## config.mk

```make
export PLATFORM = sky130hd
export DESIGN_NAME = bch_gf_mul_digit
export DESIGN_NICKNAME = d
export VERILOG_FILES = /design/src/rtl/bch_gf_pkg.sv /design/src/rtl/bch_gf_digit_step.sv /design/src/rtl/bch_gf_mul_digit.sv
export SDC_FILE = /design/constraint.sdc
export NUM_CORES = 1
export LEC_CHECK = 0
export BUFFER_PORTS_ARGS = -buffer_cell sky130_fd_sc_hd__buf_2
export CAP_MARGIN = 20
export CORE_MARGIN = 1
export CORE_UTILIZATION = 39
export CTS_BUF_LIST = sky130_fd_sc_hd__clkbuf_2 sky130_fd_sc_hd__clkbuf_4 sky130_fd_sc_hd__clkbuf_8
export DETAILED_ROUTE_END_ITERATION = 8
export GPL_TIMING_DRIVEN = 0
export HOLD_SLACK_MARGIN = 0.12
export MAX_ROUTING_LAYER = met4
export PLACE_DENSITY = 0.65
export SLEW_MARGIN = 20
export SYNTH_ARGS = -nofsm -noshare
export SYNTH_HDL_FRONTEND = slang
export SYNTH_SLANG_ARGS = --single-unit
```

## constraint.sdc

```tcl
create_clock -name I_clk -period 4.75 [get_ports I_clk]
set_input_delay 0 -clock I_clk [delete_from_list [all_inputs] [get_ports I_clk]]
set_output_delay 0 -clock I_clk [all_outputs]
set_load 0.01 [all_outputs]
```

## src/rtl/bch_gf_pkg.sv

```systemverilog
// Shared GF(2^m) definitions for the BCH datapath: primitive polynomials,
// multiplier FSM states and single-step shift/reduce helpers.
package bch_gf_pkg;

    localparam int GF_MAX_M = 32;

    // Primitive polynomials with the x^m term dropped.
    localparam logic [3:0]  GF_POLY_M4  = 4'h3;
    localparam logic [4:0]  GF_POLY_M5  = 5'h05;
    localparam logic [5:0]  GF_POLY_M6  = 6'h03;
    localparam logic [6:0]  GF_POLY_M7  = 7'h03;
    localparam logic [7:0]  GF_POLY_M8  = 8'h1D;
    localparam logic [8:0]  GF_POLY_M9  = 9'h011;
    localparam logic [9:0]  GF_POLY_M10 = 10'h009;
    localparam logic [10:0] GF_POLY_M11 = 11'h005;
    localparam logic [11:0] GF_POLY_M12 = 12'h053;
    localparam logic [12:0] GF_POLY_M13 = 13'h001B;
    localparam logic [13:0] GF_POLY_M14 = 14'h0443;
    localparam logic [14:0] GF_POLY_M15 = 15'h0003;
    localparam logic [15:0] GF_POLY_M16 = 16'h100B;
    localparam logic [16:0] GF_POLY_M17 = 17'h00009;
    localparam logic [17:0] GF_POLY_M18 = 18'h00081;
    localparam logic [18:0] GF_POLY_M19 = 19'h00027;
    localparam logic [19:0] GF_POLY_M20 = 20'h00009;
    localparam logic [20:0] GF_POLY_M21 = 21'h000005;
    localparam logic [21:0] GF_POLY_M22 = 22'h000003;
    localparam logic [22:0] GF_POLY_M23 = 23'h000021;
    localparam logic [23:0] GF_POLY_M24 = 24'h000087;
    localparam logic [24:0] GF_POLY_M25 = 25'h0000009;
    localparam logic [25:0] GF_POLY_M26 = 26'h0000047;
    localparam logic [26:0] GF_POLY_M27 = 27'h0000027;
    localparam logic [27:0] GF_POLY_M28 = 28'h0000009;
    localparam logic [28:0] GF_POLY_M29 = 29'h00000005;
    localparam logic [29:0] GF_POLY_M30 = 30'h00800007;
    localparam logic [30:0] GF_POLY_M31 = 31'h00000009;

    typedef enum logic {IDLE, RUN} gf_state_e;

    function automatic int gf_ceil_div(input int num, input int den);
        return (num + den - 1) / den;
    endfunction

    // Multiply by x in a field of degree m held in the low m bits of v.
    function automatic logic [GF_MAX_M-1:0] gf_mulx(input logic [GF_MAX_M-1:0] v,
                                                    input logic [GF_MAX_M-1:0] poly,
                                                    input int m);
        logic [GF_MAX_M-1:0] mask;
        logic [GF_MAX_M-1:0] top;
        logic [GF_MAX_M-1:0] r;
        mask = (GF_MAX_M'(1) << m) - GF_MAX_M'(1);
        top  = v >> (m - 1);
        r    = (v << 1) & mask;
        if (top[0]) r = r ^ poly;
        return r;
    endfunction

endpackage

```

## src/rtl/bch_gf_digit_step.sv

```systemverilog
// One digit step of the MSB-first multiplier: acc' = acc*x^D + a*d (mod p),
// evaluated Horner-style over the D digit bits.
module bch_gf_digit_step
    import bch_gf_pkg::*;
#(
    parameter int               C_M         = 31,
    parameter logic [C_M-1:0]   C_POLY_PRIM = 31'h00000009,
    parameter int               C_DIGIT     = 1
) (
    input  logic [C_M-1:0]      acc,
    input  logic [C_M-1:0]      a,
    input  logic [C_DIGIT-1:0]  digit,
    output logic [C_M-1:0]      acc_nxt
);

    always_comb begin
        logic [GF_MAX_M-1:0] t;
        logic [GF_MAX_M-1:0] a_x;
        logic [GF_MAX_M-1:0] p_x;
        t   = '0;
        a_x = '0;
        p_x = '0;
        t[C_M-1:0]   = acc;
        a_x[C_M-1:0] = a;
        p_x[C_M-1:0] = C_POLY_PRIM;
        for (int i = C_DIGIT - 1; i >= 0; i--) begin
            t = gf_mulx(t, p_x, C_M);
            if (digit[i]) t = t ^ a_x;
        end
        acc_nxt = t[C_M-1:0];
    end

endmodule

```

## src/rtl/bch_gf_mul_digit.sv

```systemverilog
// Digit-serial GF(2^m) multiplier with valid/ready handshake and held result.
// Define BCH_GF_MUL_BYPASS_EN to finish trivial operands (0 or 1) in one cycle.
module bch_gf_mul_digit
    import bch_gf_pkg::*;
#(
    parameter int               C_M         = 31,
    parameter logic [C_M-1:0]   C_POLY_PRIM = 31'h00000009,
    parameter int               C_DIGIT     = 1
) (
    input  logic            I_clk,
    input  logic            I_rst,
    input  logic [C_M-1:0]  I_Multiplicant,
    input  logic [C_M-1:0]  I_Multiplier,
    input  logic            I_Mult_v,
    output logic            O_Ready,
    output logic [C_M-1:0]  O_Prod,
    output logic            O_Prod_v
);

    localparam int C_N  = gf_ceil_div(C_M, C_DIGIT);
    localparam int C_W  = C_N * C_DIGIT;
    localparam int C_CW = $clog2(C_N + 1);

    gf_state_e          state;
    logic [C_CW-1:0]    cnt;
    logic [C_M-1:0]     acc;
    logic [C_M-1:0]     acc_nxt;
    logic [C_M-1:0]     a_r;
    logic [C_W-1:0]     b_r;

    bch_gf_digit_step #(
        .C_M         (C_M),
        .C_POLY_PRIM (C_POLY_PRIM),
        .C_DIGIT     (C_DIGIT)
    ) u_step (
        .acc     (acc),
        .a       (a_r),
        .digit   (b_r[C_W-1 -: C_DIGIT]),
        .acc_nxt (acc_nxt)
    );

`ifdef BCH_GF_MUL_BYPASS_EN
    logic           byp;
    logic [C_M-1:0] byp_val;

    always_comb begin
        byp     = 1'b1;
        byp_val = '0;
        if (I_Multiplicant == '0 || I_Multiplier == '0)
            byp_val = '0;
        else if (I_Multiplicant == C_M'(1))
            byp_val = I_Multiplier;
        else if (I_Multiplier == C_M'(1))
            byp_val = I_Multiplicant;
        else
            byp = 1'b0;
    end
`endif

    always_ff @(posedge I_clk or posedge I_rst) begin
        if (I_rst) begin
            state    <= IDLE;
            O_Ready  <= 1'b1;
            cnt      <= '0;
            acc      <= '0;
            a_r      <= '0;
            b_r      <= '0;
            O_Prod   <= '0;
            O_Prod_v <= 1'b0;
        end else begin
            O_Prod_v <= 1'b0;
            case (state)
                IDLE: begin
                    if (I_Mult_v && O_Ready) begin
                        a_r <= I_Multiplicant;
                        // Zero padding at the MSB end gives leading zero digits.
                        b_r <= C_W'(I_Multiplier);
                        acc <= '0;
                        cnt <= '0;
`ifdef BCH_GF_MUL_BYPASS_EN
                        if (byp) begin
                            O_Prod   <= byp_val;
                            O_Prod_v <= 1'b1;
                        end else begin
                            state   <= RUN;
                            O_Ready <= 1'b0;
                        end
`else
                        state   <= RUN;
                        O_Ready <= 1'b0;
`endif
                    end
                end
                RUN: begin
                    acc <= acc_nxt;
                    b_r <= b_r << C_DIGIT;
                    cnt <= cnt + 1'b1;
                    if (cnt == C_CW'(C_N - 1)) begin
                        O_Prod   <= acc_nxt;
                        O_Prod_v <= 1'b1;
                        state    <= IDLE;
                        O_Ready  <= 1'b1;
                    end
                end
                default: state <= IDLE;
            endcase
        end
    end

endmodule

```

==> results of run 1 <==
registers in the layout (all words and copies together), names as in the netlist:
name	cells
state	1
b_r	31
a_r	31
acc	31
O_Ready	1
cnt	5
O_Prod	31
O_Prod_v	1
through the flow:
step	TNS (ns)	utilization, %	total power [uW]
5_1_grt	0	53.5	2340
6_report	0	53.5	2260
3_5_place_dp	0	45.5	1200
3_3_place_gp	-29.89	45.3	1200
4_1_cts	0	53.5	2290
2_1_floorplan	0	-	1160
path summary, 6_finish.rpt:
| path | endpoint | start | slack, ns |
|---|---|---|---|
| worst min-delay path | a_r[17] | I_rst | 0.12 |
| worst max register to register | a_r[2] | O_Ready | 2.86 |
| max in group asynchronous | b_r[18] | I_rst | 3.94 |
| worst min register to register | b_r[1] | b_r[0] | 0.49 |
| min in group I_clk | a_r[26] | I_Multiplicant[26] | 0.32 |
| worst max-delay path | a_r[2] | O_Ready | 2.86 |
metal layers:
| metal | wire [um] | global-route usage, % | up-vias | part of all wire, % |
|---|---|---|---|---|
| met2 | 6190 | 29.5 | 100 | 47 |
| met3 | 663 | 5.65 | 16 | 5.1 |
| met5 | 0 | - | - | 0 |
| li1 | - | - | 1998 | - |
| met4 | 166 | 5.81 | 0 | 1.3 |
| met1 | 6070 | 23.1 | 2035 | 46 |
logic make-up (layout without fill, tap and decap cells):
family          Yosys count  after routing  synth area share [%]
simple gates            107            107                  7.59
compound gates           38             38                  3.38
buf+inv                  58            260                  4.86
fa+ha+maj                 2              2                 0.423
xor+xnor                 32             32                  4.74
mux                     123            123                  23.2
flops                   132            132                  55.8
power breakdown:
part	leakage, uW	internal, uW	switching (uW)
logic	0.00192	56.4	39.6
registers	0.00167	1120	0
clock network	0.000218	605	436
total	0.00381	1780	475
worst max-delay path, cell delays in order (launching register included):
cell           delay (ns)
dfstp_2              0.52
buf_2                0.18
nand3b_4             0.18
mux2_2               0.31
dlygate4sd3_1        0.57
cells in the mapped netlist, drive strengths merged (2+ instances only):
| master | n |
|---|---|
| inv | 31 |
| ha | 2 |
| nor2 | 2 |
| mux2i | 89 |
| o21ai | 33 |
| nand2 | 95 |
| xnor2 | 2 |
| buf | 20 |
| mux2 | 34 |
| nand3 | 5 |
| dfrtp | 131 |
| nor2b | 2 |
| clkbuf | 7 |
| a22o | 2 |
| xor2 | 30 |
| nand4 | 2 |
| a21oi | 2 |
final cells by class:
type                       count  share of cell area [%]
sequential                   132                    42.2
multi-input combinational    302                    29.7
timing repair buffer         171                    15.9
clock buffer                  21                    3.53
tap                          184                    2.94
buffer                        27                    2.19
clock inverter                10                    1.98
inverter                      31                    1.58
==> impl_metrics.env, run 1 <==
export IMPL_status="complete, but fails checks"
export IMPL_violations="design-rule violations"
export IMPL_final_cell_mix="dfrtp_1 (131), buf_2 (108), nand2_1 (94)"
export IMPL_synth_edf_count=0
export IMPL_grt_max_degree=69
export IMPL_num_antenna_cells=0
export IMPL_dieArea_mm2=0.0157
export IMPL_cts_max_level=4
export IMPL_maxSlewViolCount=0
export IMPL_fillers=1272
export IMPL_clock_skew_ns=0.0108
export IMPL_synth_seq_cells=132
export IMPL_grt_pass1_vias=4468
export IMPL_via_per_inst=4.73
export IMPL_syn2layout_area_growth_pct=32.3
export IMPL_grt_pass1_wl_um=22200
export IMPL_chipWidth_um=125
export IMPL_multi_input_area_mm2=0.00233
export IMPL_stdcell_area_mm2=0.00783
export IMPL_p_leak_uw=0.00381
export IMPL_final_cells=878
export IMPL_io_buffers=97
export IMPL_gp_routability_congestion=0.704
export IMPL_cts_tree="built"
export IMPL_detailedPlace_worstSlack_ns=3.17
export IMPL_cts_buffers=17
export IMPL_ctsHoldBuffers=73
export IMPL_root_buffer="clkbuf_8"
export IMPL_worstPathMaxFanout=8
export IMPL_drt_iter0_drc=223
export IMPL_drv_cap=0
export IMPL_initial_core_util_pct=40.4
export IMPL_netlist_instances=492
export IMPL_clk_pin_slew_ns=0.07
export IMPL_whs_ns=0.117
export IMPL_final_setup_worst_slack_ns=2.86
export IMPL_cts_resized=0
export IMPL_fin_crit_ns=1.89
export IMPL_power_density_mw_per_mm2=289
export IMPL_yosys_warnings=0
export IMPL_synthFlopType="dfrtp_1"
export IMPL_synth_seq_area_share_pct=55.8
export IMPL_cp_start_kind="flip-flop"
export IMPL_critPathKind="reg2reg"
export IMPL_dp_cells=774
export IMPL_drt_first_pass_iters=8
export IMPL_ff_latch_area_mm2=0.00330
export IMPL_drive_gt1_share_pct=27.1
export IMPL_drc=14
export IMPL_fin_nets=749
export IMPL_hp_class="in2async"
export IMPL_max_freq_ghz=0.528
export IMPL_synth_top_area_share_pct=55.4
export IMPL_clockBufferDepth=2
export IMPL_wl_per_cell_um=14.9
export IMPL_end_kind="flip-flop"
export IMPL_async_reset_ff_share_pct=100
export IMPL_max_slew_margin_pct=65.6
export IMPL_yosys_top_cells_area="dfrtp_1 (55%), mux2i_1 (15%), mux2_4 (6.6%), nand2_1 (6.0%), xor2_1 (4.4%)"
export IMPL_worst_ep_arrival_time_ns=2.22
export IMPL_grt_total_usage_pct=18.7
export IMPL_worstPathRequired_ns=5.08
export IMPL_mostFrequentLayoutCell="dfrtp_1"
export IMPL_worst_r2r_path_depth=4
export IMPL_setup_viol=0
export IMPL_rsz0062_at_grt="false"
export IMPL_yosys_area_top_type="dfrtp_1"
export IMPL_post_dp_hpwl_um=8410
export IMPL_place_area_mm2=0.00667
export IMPL_synth_nets=559
export IMPL_worst_slew_pin_slew_ns=0.516
export IMPL_antenna_found_initial=0
export IMPL_ir_drop_mv=0.213
export IMPL_post_cts_buffers=0
export IMPL_via_count=4149
export IMPL_period_share_pct=39.8
export IMPL_worstSkewPairLatency_ns=0.45
export IMPL_synth_cell_types=25
export IMPL_syn_area_per_cell_um2=12.0
export IMPL_grt_overflow_total=0
export IMPL_boundaryPins=98
export IMPL_ant_nets=0
export IMPL_num_rows=44
export IMPL_core_area_mm2=0.0146
export IMPL_finalHoldViolCount=0
export IMPL_postRouteWirelength_um=13100
export IMPL_synth_cell_area_mm2=0.00592
export IMPL_cts_sinks=132
export IMPL_die_y_um=125
No activity file was read; power rests on OpenSTA's default activity.
==> run 2: changes to the inputs <==
--- a/config.mk
+++ b/config.mk
@@ -14,7 +14,7 @@
 export GPL_TIMING_DRIVEN = 0
 export HOLD_SLACK_MARGIN = 0.12
 export MAX_ROUTING_LAYER = met4
-export PLACE_DENSITY = 0.65
+export PLACE_DENSITY = 0.67
 export SLEW_MARGIN = 20
 export SYNTH_ARGS = -nofsm -noshare
 export SYNTH_HDL_FRONTEND = slang
==> constraint.sdc (replaced) <==
create_clock -name I_clk -period 1.55 [get_ports I_clk]
set_input_delay 0 -clock I_clk [delete_from_list [all_inputs] [get_ports I_clk]]
set_output_delay 0 -clock I_clk [all_outputs]
set_load 0.01 [all_outputs]
==> run 2 against run 1 <==
The run still ends with design-rule violations left. Fmax grew 30%. Total power grew to 3.1 times the previous value. Utilization grew 0.31 points.
==> impl_metrics.env, run 2 (synthesis gave the netlist of run 1 again) <==
export IMPL_status="complete, but fails checks"
export IMPL_violations="design-rule violations"
export IMPL_place_area_mm2=0.00673
export IMPL_finalHoldViolCount=0
export IMPL_worstSkewPairLatency_ns=0.45
export IMPL_worst_ep_arrival_time_ns=1.82
export IMPL_grt_total_usage_pct=19.3
export IMPL_die_y_um=125
export IMPL_worst_slew_pin_slew_ns=0.564
export IMPL_clockBufferDepth=2
export IMPL_grt_pass1_wl_um=22800
export IMPL_num_rows=44
export IMPL_maxSlewViolCount=0
export IMPL_mostFrequentLayoutCell="dfrtp_1"
export IMPL_syn2layout_area_growth_pct=33.1
export IMPL_use_met3_pct=5.05
export IMPL_p_leak_uw=0.00382
export IMPL_via_count=4189
export IMPL_cts_buffers=17
export IMPL_cts_tree="built"
export IMPL_end_kind="flip-flop"
export IMPL_drv_cap=0
export IMPL_grt_pass1_vias=4477
export IMPL_fillers=1266
export IMPL_power_density_mw_per_mm2=877
export IMPL_postRouteWirelength_um=13300
export IMPL_antenna_found_initial=0
export IMPL_period_share_pct=93.9
export IMPL_via_per_inst=4.76
export IMPL_post_dp_hpwl_um=8730
export IMPL_cts_sinks=132
export IMPL_drt_first_pass_iters=6
export IMPL_clock_skew_ns=0.0121
export IMPL_hp_class="in2async"
export IMPL_setup_viol=0
export IMPL_ir_drop_mv=0.630
export IMPL_drt_iter0_drc=161
export IMPL_max_freq_ghz=0.687
export IMPL_boundaryPins=98
export IMPL_fin_crit_ns=1.46
export IMPL_dieArea_mm2=0.0157
export IMPL_grt_use_met1_pct=23.7
export IMPL_clk_pin_slew_ns=0.08
export IMPL_ant_nets=0
export IMPL_fin_nets=750
export IMPL_grt_overflow_total=0
export IMPL_gp_routability_congestion=0.730
export IMPL_multi_input_area_mm2=0.00233
export IMPL_critPathKind="reg2reg"
export IMPL_chipWidth_um=125
export IMPL_root_buffer="clkbuf_8"
export IMPL_cp_start_kind="flip-flop"
export IMPL_final_cell_mix="dfrtp_1 (131), buf_2 (107), nand2_1 (94)"
export IMPL_drive_gt1_share_pct=29.0
export IMPL_worstPathMaxFanout=10
export IMPL_setup_tns_ns=0
export IMPL_drc=18
export IMPL_gr_usage_met2_pct=30.6
export IMPL_cts_max_level=4
export IMPL_worstPathRequired_ns=1.91
export IMPL_num_antenna_cells=0
export IMPL_busiest_layer="met2"
export IMPL_grt_max_degree=34
export IMPL_stdcell_area_mm2=0.00788
export IMPL_core_area_mm2=0.0146
export IMPL_wl_per_cell_um=15.1
export IMPL_ff_latch_area_mm2=0.00330
export IMPL_max_slew_margin_pct=62.3
export IMPL_io_buffers=97
export IMPL_initial_core_util_pct=40.4
-- run 2: cell count changes in the layout (fill, tap and decap cells not counted), moves of 2 or more --
cell | previous run | this run
buf_12 | 0 | 4
buf_4 | 3 | 10
buf_6 | 6 | 4
buf_8 | 0 | 2
clkbuf_1 | 7 | 4
clkbuf_2 | 0 | 3
clkbuf_8 | 19 | 17
clkinvlp_4 | 2 | 5
dlygate4sd3_1 | 73 | 64
o21ai_0 | 33 | 30
o21ai_1 | 0 | 3
-- run 2: layer usage --
metal	wire (um)	share of wire (%)
met4	146	1.1
met2	6530	49
met3	731	5.5
met1	5920	44
met5	0	0
-- run 2: path summary, 6_finish.rpt --
check / from / end / slack, ns / cells past startpoint
max in group asynchronous: I_rst / a_r[18] / 0.44 / 6
min reg2reg: b_r[26] / b_r[27] / 0.49 / 2
min in group I_clk: I_Multiplicant[25] / a_r[25] / 0.32 / 3
max: cnt[0] / O_Prod[16] / 0.09 / 7
min: I_rst / b_r[19] / 0.15 / 3
max reg2reg: cnt[0] / O_Prod[16] / 0.09 / 7
-- run 2: worst max-delay path, cell delays in order (launching register included) --
cell and delay (ns):
dfrtp_1 0.42, inv_1 0.08, ha_1 0.13, nand3_1 0.11
nor2_4 0.13, buf_12 0.13, buf_6 0.16, mux2i_1 0.20
-- run 2: area by class of cell --
| type | instances | area share [%] |
|---|---|---|
| Timing Repair Buffer | 173 | 16.3 |
| Multi-Input combinational cell | 302 | 29.5 |
| Tap cell | 184 | 2.92 |
| Inverter | 31 | 1.53 |
| Clock inverter | 13 | 2.32 |
| Buffer | 26 | 2.26 |
| Sequential cell | 132 | 42.0 |
| Clock buffer | 19 | 3.16 |
-- run 2: report_power, final --
part / switching, uW / internal [uW] / total, uW / leakage [uW]
clock: 1370 / 1780 / 3150 / 0.000209
sequential: 0 / 3440 / 3440 / 0.00167
combinational: 124 / 188 / 312 / 0.00194
total: 1490 / 5410 / 6910 / 0.00382
-- run 2: what timing repair did --
action                                  in CTS  in global routing
pin swaps                                    2                  1
hold buffers                                64                  0
setup buffers                                6                  2
resized for setup                            1                 10
endpoints found under the setup margin      41                 88
hold endpoints to repair                   105                  0
-- run 2: metrics by stage --
step	setup WS (ns)	instances	util, %	power, uW	hold WS [ns]
3_3_place_gp	-0.915	773	45.3	3670	0.234
4_1_cts	0.0235	879	53.7	7010	0.129
6_report	0.0940	880	53.8	6910	0.151
2_1_floorplan	-0.0864	492	-	3560	0.142
3_5_place_dp	-0.0378	777	45.9	3700	0.0802
5_1_grt	-0.0153	880	53.8	7180	0.173
